`src/rtl/ann_window_feeder.sv`:
```
// rtl/ann_window_feeder.sv - 4-day sliding-window sequencer for the ANN Tmax predictor (option macro: FEEDER_MISSING_SUB_EN)
module ann_window_feeder #(
  parameter int DATA_W       = 156,
  parameter int NUM_DAYS     = 369,
  parameter int START_CYCLES = 5,
  parameter int TIMEOUT      = 255
) (
  input  logic              Clk,
  input  logic              Reset_h,
  input  logic [DATA_W-1:0] Sample_in,
  input  logic              Sample_valid_h,
  input  logic              Sample_missing_h,
  output logic              Sample_ready_h,
  output logic [DATA_W-1:0] Ann_temp_0,
  output logic [DATA_W-1:0] Ann_temp_1,
  output logic [DATA_W-1:0] Ann_temp_2,
  output logic [DATA_W-1:0] Ann_temp_3,
  output logic              Ann_start_h,
  input  logic [DATA_W-1:0] Ann_data_out,
  input  logic              Ann_ready_h,
  output logic [DATA_W-1:0] Pred_out,
  output logic              Pred_valid_h,
  output logic [15:0]       Pred_index,
  output logic              Done_h,
  output logic              Err_h
);

  localparam logic [2:0] S_FILL        = 3'd0;
  localparam logic [2:0] S_START       = 3'd1;
  localparam logic [2:0] S_WAIT_RDY    = 3'd2;
  localparam logic [2:0] S_CAPTURE     = 3'd3;
  localparam logic [2:0] S_WAIT_SAMPLE = 3'd4;
  localparam logic [2:0] S_DONE        = 3'd5;

  localparam logic [15:0] PRED_TOTAL  = 16'(NUM_DAYS - 4);
  localparam logic [15:0] START_LAST  = 16'(START_CYCLES - 1);
  localparam logic [15:0] TIMEOUT_END = 16'(TIMEOUT - 1);

  logic [2:0]        state;
  logic [2:0]        next_state;
  logic [2:0]        fill_cnt;
  logic [15:0]       cyc_cnt;
  logic [15:0]       win_index;
  logic [15:0]       pred_count;
  logic              xfer;
  logic              sample_bad;
  logic              shift_err;
  logic [DATA_W-1:0] shift_data;
  logic              rdy_timeout;
  logic [25:0]       scaled;
  logic              unused_data_hi;

  assign xfer           = Sample_valid_h & Sample_ready_h;
  assign scaled         = Ann_data_out[25:0] / 26'd1000;
  assign unused_data_hi = ^Ann_data_out[DATA_W-1:26];
  assign rdy_timeout    = (state == S_WAIT_RDY) && !Ann_ready_h && (cyc_cnt == TIMEOUT_END);

  // A sample counts as missing when flagged, or when it carries X/Z in simulation
  always_comb begin
    sample_bad = Sample_missing_h;
`ifndef SYNTHESIS
    if ($isunknown(Sample_in)) sample_bad = 1'b1;
`endif
  end

  // Pick the value entering the window: the sample, or a substitute for a missing day
  always_comb begin
    shift_data = Sample_in;
    shift_err  = 1'b0;
    if (sample_bad) begin
      if (state == S_WAIT_SAMPLE) begin
`ifdef FEEDER_MISSING_SUB_EN
        shift_data = Pred_out;
`else
        shift_data = '0;
        shift_err  = 1'b1;
`endif
      end else begin
        // No prediction exists yet while filling, so zero is the only stand-in
        shift_data = '0;
        shift_err  = 1'b1;
      end
    end
  end

  // Next-state decode; ready beats timeout when both land on the same cycle
  always_comb begin
    next_state = state;
    case (state)
      S_FILL: begin
        if (xfer && (fill_cnt == 3'd3)) next_state = S_START;
      end
      S_START: begin
        if (cyc_cnt == START_LAST) next_state = S_WAIT_RDY;
      end
      S_WAIT_RDY: begin
        if (Ann_ready_h)      next_state = S_CAPTURE;
        else if (rdy_timeout) next_state = S_WAIT_SAMPLE;
      end
      S_CAPTURE: begin
        if (pred_count + 16'd1 == PRED_TOTAL) next_state = S_DONE;
        else                                  next_state = S_WAIT_SAMPLE;
      end
      S_WAIT_SAMPLE: begin
        if (xfer) next_state = S_START;
      end
      S_DONE: begin
        next_state = S_DONE;
      end
      default: next_state = S_FILL;
    endcase
  end

  // State register plus the fill, cycle, window-day and issued-prediction counters
  always_ff @(posedge Clk) begin
    if (Reset_h) begin
      state      <= S_FILL;
      fill_cnt   <= 3'd0;
      cyc_cnt    <= 16'd0;
      win_index  <= 16'd0;
      pred_count <= 16'd0;
    end else begin
      state <= next_state;
      if (next_state != state) cyc_cnt <= 16'd0;
      else                     cyc_cnt <= cyc_cnt + 16'd1;
      if ((state == S_FILL) && xfer)        fill_cnt  <= fill_cnt + 3'd1;
      if ((state == S_WAIT_SAMPLE) && xfer) win_index <= win_index + 16'd1;
      if (state == S_CAPTURE)               pred_count <= pred_count + 16'd1;
    end
  end

  // Window shift register: newest sample enters at Ann_temp_3
  always_ff @(posedge Clk) begin
    if (Reset_h) begin
      Ann_temp_0 <= '0;
      Ann_temp_1 <= '0;
      Ann_temp_2 <= '0;
      Ann_temp_3 <= '0;
    end else if (xfer) begin
      Ann_temp_0 <= Ann_temp_1;
      Ann_temp_1 <= Ann_temp_2;
      Ann_temp_2 <= Ann_temp_3;
      Ann_temp_3 <= shift_data;
    end
  end

  // Handshake and strobe outputs, registered from the next state so they track it exactly
  always_ff @(posedge Clk) begin
    if (Reset_h) begin
      Sample_ready_h <= 1'b0;
      Ann_start_h    <= 1'b0;
      Pred_valid_h   <= 1'b0;
      Done_h         <= 1'b0;
    end else begin
      Sample_ready_h <= (next_state == S_FILL) || (next_state == S_WAIT_SAMPLE);
      Ann_start_h    <= (next_state == S_START);
      Pred_valid_h   <= (next_state == S_CAPTURE);
      Done_h         <= Done_h || (next_state == S_DONE);
    end
  end

  // Capture and scale the ANN result; Pred_index reports the day of the window that produced it
  always_ff @(posedge Clk) begin
    if (Reset_h) begin
      Pred_out   <= '0;
      Pred_index <= 16'd0;
    end else if ((state == S_WAIT_RDY) && Ann_ready_h) begin
      Pred_out   <= {{(DATA_W-26){1'b0}}, scaled};
      Pred_index <= win_index;
    end
  end

  // Sticky error: missing sample with no substitute, or the ANN never answered
  always_ff @(posedge Clk) begin
    if (Reset_h) begin
      Err_h <= 1'b0;
    end else if ((xfer && shift_err) || rdy_timeout) begin
      Err_h <= 1'b1;
    end
  end

endmodule

```
`config.mk`:
```
export PLATFORM = sky130hd
export DESIGN_NAME = ann_window_feeder
export DESIGN_NICKNAME = d
export VERILOG_FILES = /design/src/rtl/ann_window_feeder.sv
export SDC_FILE = /design/constraint.sdc
export NUM_CORES = 2
export LEC_CHECK = 0
export BUFFER_PORTS_ARGS = -buffer_cell sky130_fd_sc_hd__buf_2
export CAP_MARGIN = 10
export CORE_AREA = 2 2 432 434
export DETAILED_ROUTE_END_ITERATION = 10
export DIE_AREA = 0 0 434 436
export PLACE_DENSITY = 0.39
export SETUP_SLACK_MARGIN = 0.1
export SLEW_MARGIN = 5
export SYNTH_ARGS = -nofsm -noshare
export SYNTH_HDL_FRONTEND = slang
export SYNTH_SLANG_ARGS = --single-unit
```
`constraint.sdc`:
```
create_clock -name Clk -period 18.31 [get_ports Clk]
set_input_delay 0.9155 -clock Clk [delete_from_list [all_inputs] [get_ports Clk]]
set_output_delay 0.9155 -clock Clk [all_outputs]
set_load 0.1 [all_outputs]
```
---- Yosys cells after proc, flatten, opt, wreduce, memory -nomap -nowiden ----
Cells that the tools add are included.
Widths: inputs -> output; s select.
cells by class
  add/subtract/negate cells ............... 4
  divide/modulo/power cells ............... 1
  equal/unequal tests ..................... 14
  muxes and demuxes ....................... 9
  bitwise operators ....................... 1
  reductions and logical operators ........ 14
operator list
  operator                number
  $mux 156                1
  $add 16x1->16 const B   3
  $div 26x10->26 const B  1
  $pmux 3 s6              1
  $eq 16x3->1 const B     1
  $eq 16x8->1 const B     1
  $eq 16x9->1 const B     1
  $mux 3                  5
  $eq 3x2->1 const B      4
  $eq 3x3->1 const B      4
  $logic_and 1x1->1       7
  $eq 3x1->1 const B      2
  $logic_not 3->1         2
  $add 3x1->3 const B     1
  $logic_or 1x1->1        3
  $ne 3x3->1              1
  $mux 1                  2
  $reduce_or 2->1         1
  $and 1x1->1             1
  $logic_not 1->1         1
storage, ports and cells
  register bits ........................... 725
  input port bits ......................... 317
  output and inout bits ................... 801
  logic and storage cells ................. 59

---- Longest topological paths before layout ----
  depth in word-level cells ............... 8
  depth in mapped cells ................... 45
  gate-level depth less buffers ........... 36

---- Worst setup path after synthesis ----
Ideal clock, no wire load.
  path type ............................... input to register
  from .................................... input Ann_data_out[22]
  to ...................................... register Pred_out[0]
  setup time .............................. 87 ps
  data arrival time ....................... 10978 ps
  required time ........................... 18223 ps
  slack ................................... 7245 ps
  stages .................................. 40
  path buffers ............................ 6
  cell sequence ........................... buf_4 -> and4_4 -> a2111oi_4 -> o31ai_1 -> nor3_1 -> mux2_4 -> a31oi_4 -> mux2i_2 -> o211ai_4 -> o211ai_1 -> o311ai_4 -> o22a_1 -> a311o_1 -> buf_2 -> or4_4 -> mux2i_2 -> buf_4 -> a21oi_2 -> [4 not listed] -> a211o_1 -> and3_1 -> buf_6 -> o2111ai_2 -> a31oi_2 -> a2111o_1 -> a221oi_4 -> a21o_4 -> mux2i_1 -> o311ai_4 -> a211o_1 -> and3_1 -> buf_4 -> or4_1 -> o21ai_2 -> a21bo_2 -> a311o_1 -> o31ai_1
between the ends
  longest elaborated chain between the ends .. 1
RTL lines
  item                  RTL line  source
  start, declared       19        input logic [DATA_W-1:0] Ann_data_out,
  $div 26x10->26        54        assign scaled = Ann_data_out[25:0] / 26'd1000;
  end signal, assigned  168       Pred_out <= {{(DATA_W-26){1'b0}}, scaled};
  end, declared         21        output logic [DATA_W-1:0] Pred_out,
No other way between the ends.
A chain may end at the register's enable or synchronous reset.

---- Final worst setup path ----
  from .................................... input Ann_data_out[21]
  to ...................................... register Pred_out[0]
The elaborated chain is that of the path after synthesis.

==> results.toml <==
[critical_path]
critical_path.endpoint_type = "register"
worst_path_max_delay_cell = "sky130_fd_sc_hd__nor4_1"
r2r_end = "Ann_temp_1[41]"
worst_r2r_startpoint = "Sample_ready_h"
rrSetupSlack_ns = 14.32
timing.critical_path.arrival_ns = 13.59
crit_path_max_fanout = 14
number_of_cells_on_the_worst_reg_to_reg_path = 6
critical-path-max-stage-delay_ns = 0.76
critical_path_required_ns = 18.90
startpoint_type_of_the_worst_setup_path = "input port"
timing_worst_setup_path_type = "in2reg"

[detailed_routing]
dr_total_vias = 30100
drc = 0
route.antenna.remaining_nets = 0
firstDrtPassIters = 6
number_of_drc_markers_in_iteration_0 = 1936
wl_per_cell_um = 19.1
wl_mm = 139
avgViaCountPerCell = 4.15

[floorplanning]
placement_rows = 158
die_w_um = 434
io_pins = 1118
die-area_um2 = 189000
vertical_die_dimension_um = 436
fp.coreArea_um2 = 185000
floorplan.initialDensity = 0.171

[global_route]
grt.overflow.total = 0
antenna_found_initial = 41
number_of_global_route_vias_before_repair = 27500
track_usage = 0.139
grt_max_degree = 200
first_pass_grt_wire_length_mm = 197

[logic_synthesis]
synth.distinct_cells = 123
syn_inst = 4024
synth_edf_count = 0
number_of_synthesized_register_bits = 716
synth_flop_cell = "sky130_fd_sc_hd__dfxtp_1"
syn-mean-instance-area_um2 = 7.86
netlist_area_um2 = 31600
yosysSeqAreaShare = 0.453
synth-async-reset-ratio = 0
yosys_warnings = 0

[timing]
setup_viol_count_final = 0
timing.clock.skew_ns = 0.0516
achievable-frequency_mhz = 77.0
tns_ns = 0
finalHoldViolCount = 0
setup_repair_after_global_routing_missed_its_margin = "false"
worstMarginPinSlew_ns = 1.30
timing.final.crit_share = 0.710
max_slew_violation_total_from_the_final_report = 0
worst_case_hold_slack_ns = 0.442
timing.max_slew.rel_slack = 0.134
layout_min_cycle_time_ns = 13.00

[finish]
layout_commonest_cell = "sky130_fd_sc_hd__nand2_1"
area_growth_pct = 28.8
layout.nets = 5024
post_route_cells_drive_above_1_share = 0.233
fin_area_um2 = 40700
stdcell_count = 7256
mostFrequentLayoutCells = "1,196 x sky130_fd_sc_hd__nand2_1, 843 x sky130_fd_sc_hd__buf_2, 716 x sky130_fd_sc_hd__dfxtp_1, 691 x sky130_fd_sc_hd__a21oi_1, 162 x sky130_fd_sc_hd__nand3b_1"

[pwr]
powerDensity_nw_per_um2 = 152
vdd_drop_max_mv = 0.162
power.static_leakage_nw = 15.9
totalPowerFinal_w = 0.00618

[clocking]
clock_pin_transition_on_the_worst_setup_and_hold_timing_paths_ns = 0.06
tritoncts_num_sinks = 716
worst_skew_pair.late_latency_ns = 0.73
cts_max_level = 3
tritoncts = "built"
cts_hold_repair.buffers = 0
clock_path_buffers = 3
cts-resized-gates = 0
cts.root.buffer_cell = "sky130_fd_sc_hd__clkbuf_16"
cts_post_setup_buffers_inserted = 0
cts_made_buffers = 93

[job]
cap_violations = 0

[worst_hold_path]
instance_count_along_the_most_critical_hold_path = 2
min-delay-path-class = "reg2reg"
timing.hold.worst.start = "Ann_temp_3[145]"
hold-path-endpoint = "Ann_temp_2[145]"

[placed_design]
globalplace.congestion = 0.833
place_area_um2 = 37500
place_inst = 7084
io_buffer_count = 845
dp_hpwl_mm = 103

[run_status]
run_status = "finished, final reports clean"
## area by class of cell
class / count / area, um^2
fillers: 20900 / 144000
multi-input cells: 2988 / 15500
flip-flops and latches: 716 / 14300
repair buffers: 875 / 4490
well taps: 2480 / 3100
clock buffers: 127 / 2580
clock inverters: 40 / 602
inverters: 25 / 93.8
diodes: 5 / 12.5
## flip-flops by register name, summed over array words and instances, names as in the netlist
register,cells
Ann_temp_0,156
Ann_temp_1,156
Ann_temp_2,156
Ann_temp_3,156
Pred_out,17
Pred_index,16
cyc_cnt,16
pred_count,16
win_index,16
fill_cnt,3
state,3
Ann_start_h,1
Done_h,1
Err_h,1
Pred_valid_h,1
Sample_ready_h,1
## where the power goes
group	switching [W]	internal [W]
Sequential	0.0000147	0.00157
Clock	0.000770	0.00112
Combinational	0.00184	0.000855
## logic make-up (layout without fill, tap and decap cells)
group | count (synthesis) | after routing | share of synthesized area
multiplexers | 38 | 38 | 0.0138
flip-flops | 716 | 716 | 0.453
AO/OA/AOI/OAI | 975 | 975 | 0.188
buffers and inverters | 458 | 1067 | 0.0728
other | 1 | 144 | 0.000119
AND/OR/NAND/NOR | 1755 | 1755 | 0.247
XOR/XNOR | 69 | 69 | 0.0196
adder cells (fa/ha/maj) | 12 | 12 | 0.00443
## critical path: cells and delay by family
kind / cells / cell delay, ns
simple gates: 9 / 3.64
mux: 2 / 0.77
buf+inv: 1 / 0.21
compound gates: 21 / 7.35
xor+xnor: 1 / 0.64
## per-stage QoR
step / utilization / setup slack (ns)
2_1_floorplan: - / 7.25
3_3_place_gp: 0.203 / 4.89
3_5_place_dp: 0.203 / 4.82
4_1_cts: 0.221 / 5.59
5_1_grt: 0.221 / 4.43
6_report: 0.221 / 5.31
## worst max path at each step
| stage | startpoint | to | slack, ns | cells past startpoint |
|---|---|---|---|---|
| floorplan | Ann_data_out[22] | Pred_out[0] | 7.25 | 40 |
| global placement | Ann_data_out[21] | Pred_out[0] | 4.89 | 36 |
| detailed placement | Ann_data_out[21] | Pred_out[0] | 4.82 | 35 |
| CTS | Ann_data_out[21] | Pred_out[0] | 5.59 | 35 |
| global route | Ann_data_out[21] | Pred_out[0] | 4.43 | 36 |
| finish | Ann_data_out[21] | Pred_out[0] | 5.31 | 34 |
## routing by layer
metal  share of wire  vias to the layer above  wire length (um)  GRT usage
li1                -                    14800                 -          -
met4           0.048                       46              6620     0.0666
met5          0.0022                        -               300          0
met2            0.48                      867             66500      0.232
met1            0.41                    14100             56600      0.165
met3           0.064                      243              8920     0.0357
## cells in the mapped netlist (5+ instances only)
cell type	n	share of area
sky130_fd_sc_hd__o211a_1	8	0.0025
sky130_fd_sc_hd__o21ai_1	12	0.0019
sky130_fd_sc_hd__and2_1	21	0.0042
sky130_fd_sc_hd__nor2_1	148	0.018
sky130_fd_sc_hd__a21oi_1	691	0.11
sky130_fd_sc_hd__nor3_1	40	0.0063
sky130_fd_sc_hd__a211oi_1	28	0.0066
sky130_fd_sc_hd__or2_2	7	0.0014
sky130_fd_sc_hd__o31ai_1	9	0.0021
sky130_fd_sc_hd__clkbuf_1	256	0.030
sky130_fd_sc_hd__o22ai_1	5	0.00099
sky130_fd_sc_hd__o211ai_1	21	0.0050
sky130_fd_sc_hd__inv_1	24	0.0028
sky130_fd_sc_hd__buf_2	13	0.0021
sky130_fd_sc_hd__nand3_1	54	0.0085
sky130_fd_sc_hd__nor2b_1	5	0.00099
sky130_fd_sc_hd__or3_1	15	0.0030
sky130_fd_sc_hd__o21a_1	7	0.0017
sky130_fd_sc_hd__nor4_1	11	0.0022
sky130_fd_sc_hd__mux2_2	10	0.0036
sky130_fd_sc_hd__a2111oi_0	6	0.0017
sky130_fd_sc_hd__nand4_1	20	0.0040
sky130_fd_sc_hd__nand3b_1	162	0.038
sky130_fd_sc_hd__nand2_1	1197	0.14
sky130_fd_sc_hd__a21o_1	6	0.0014
sky130_fd_sc_hd__o21ai_0	35	0.0055
sky130_fd_sc_hd__buf_4	145	0.034
sky130_fd_sc_hd__mux2i_1	22	0.0070
sky130_fd_sc_hd__and3_1	21	0.0042
sky130_fd_sc_hd__a31oi_1	17	0.0034
sky130_fd_sc_hd__or4_1	7	0.0017
sky130_fd_sc_hd__buf_1	16	0.0019
sky130_fd_sc_hd__xor2_1	32	0.0089
sky130_fd_sc_hd__dfxtp_1	716	0.45
sky130_fd_sc_hd__nand2b_1	8	0.0016
sky130_fd_sc_hd__xnor2_1	35	0.0097
sky130_fd_sc_hd__ha_1	8	0.0032
sky130_fd_sc_hd__a211o_1	9	0.0025
sky130_fd_sc_hd__or2_1	8	0.0016
sky130_fd_sc_hd__o31a_1	7	0.0019
(Power assumes the default switching activity.)
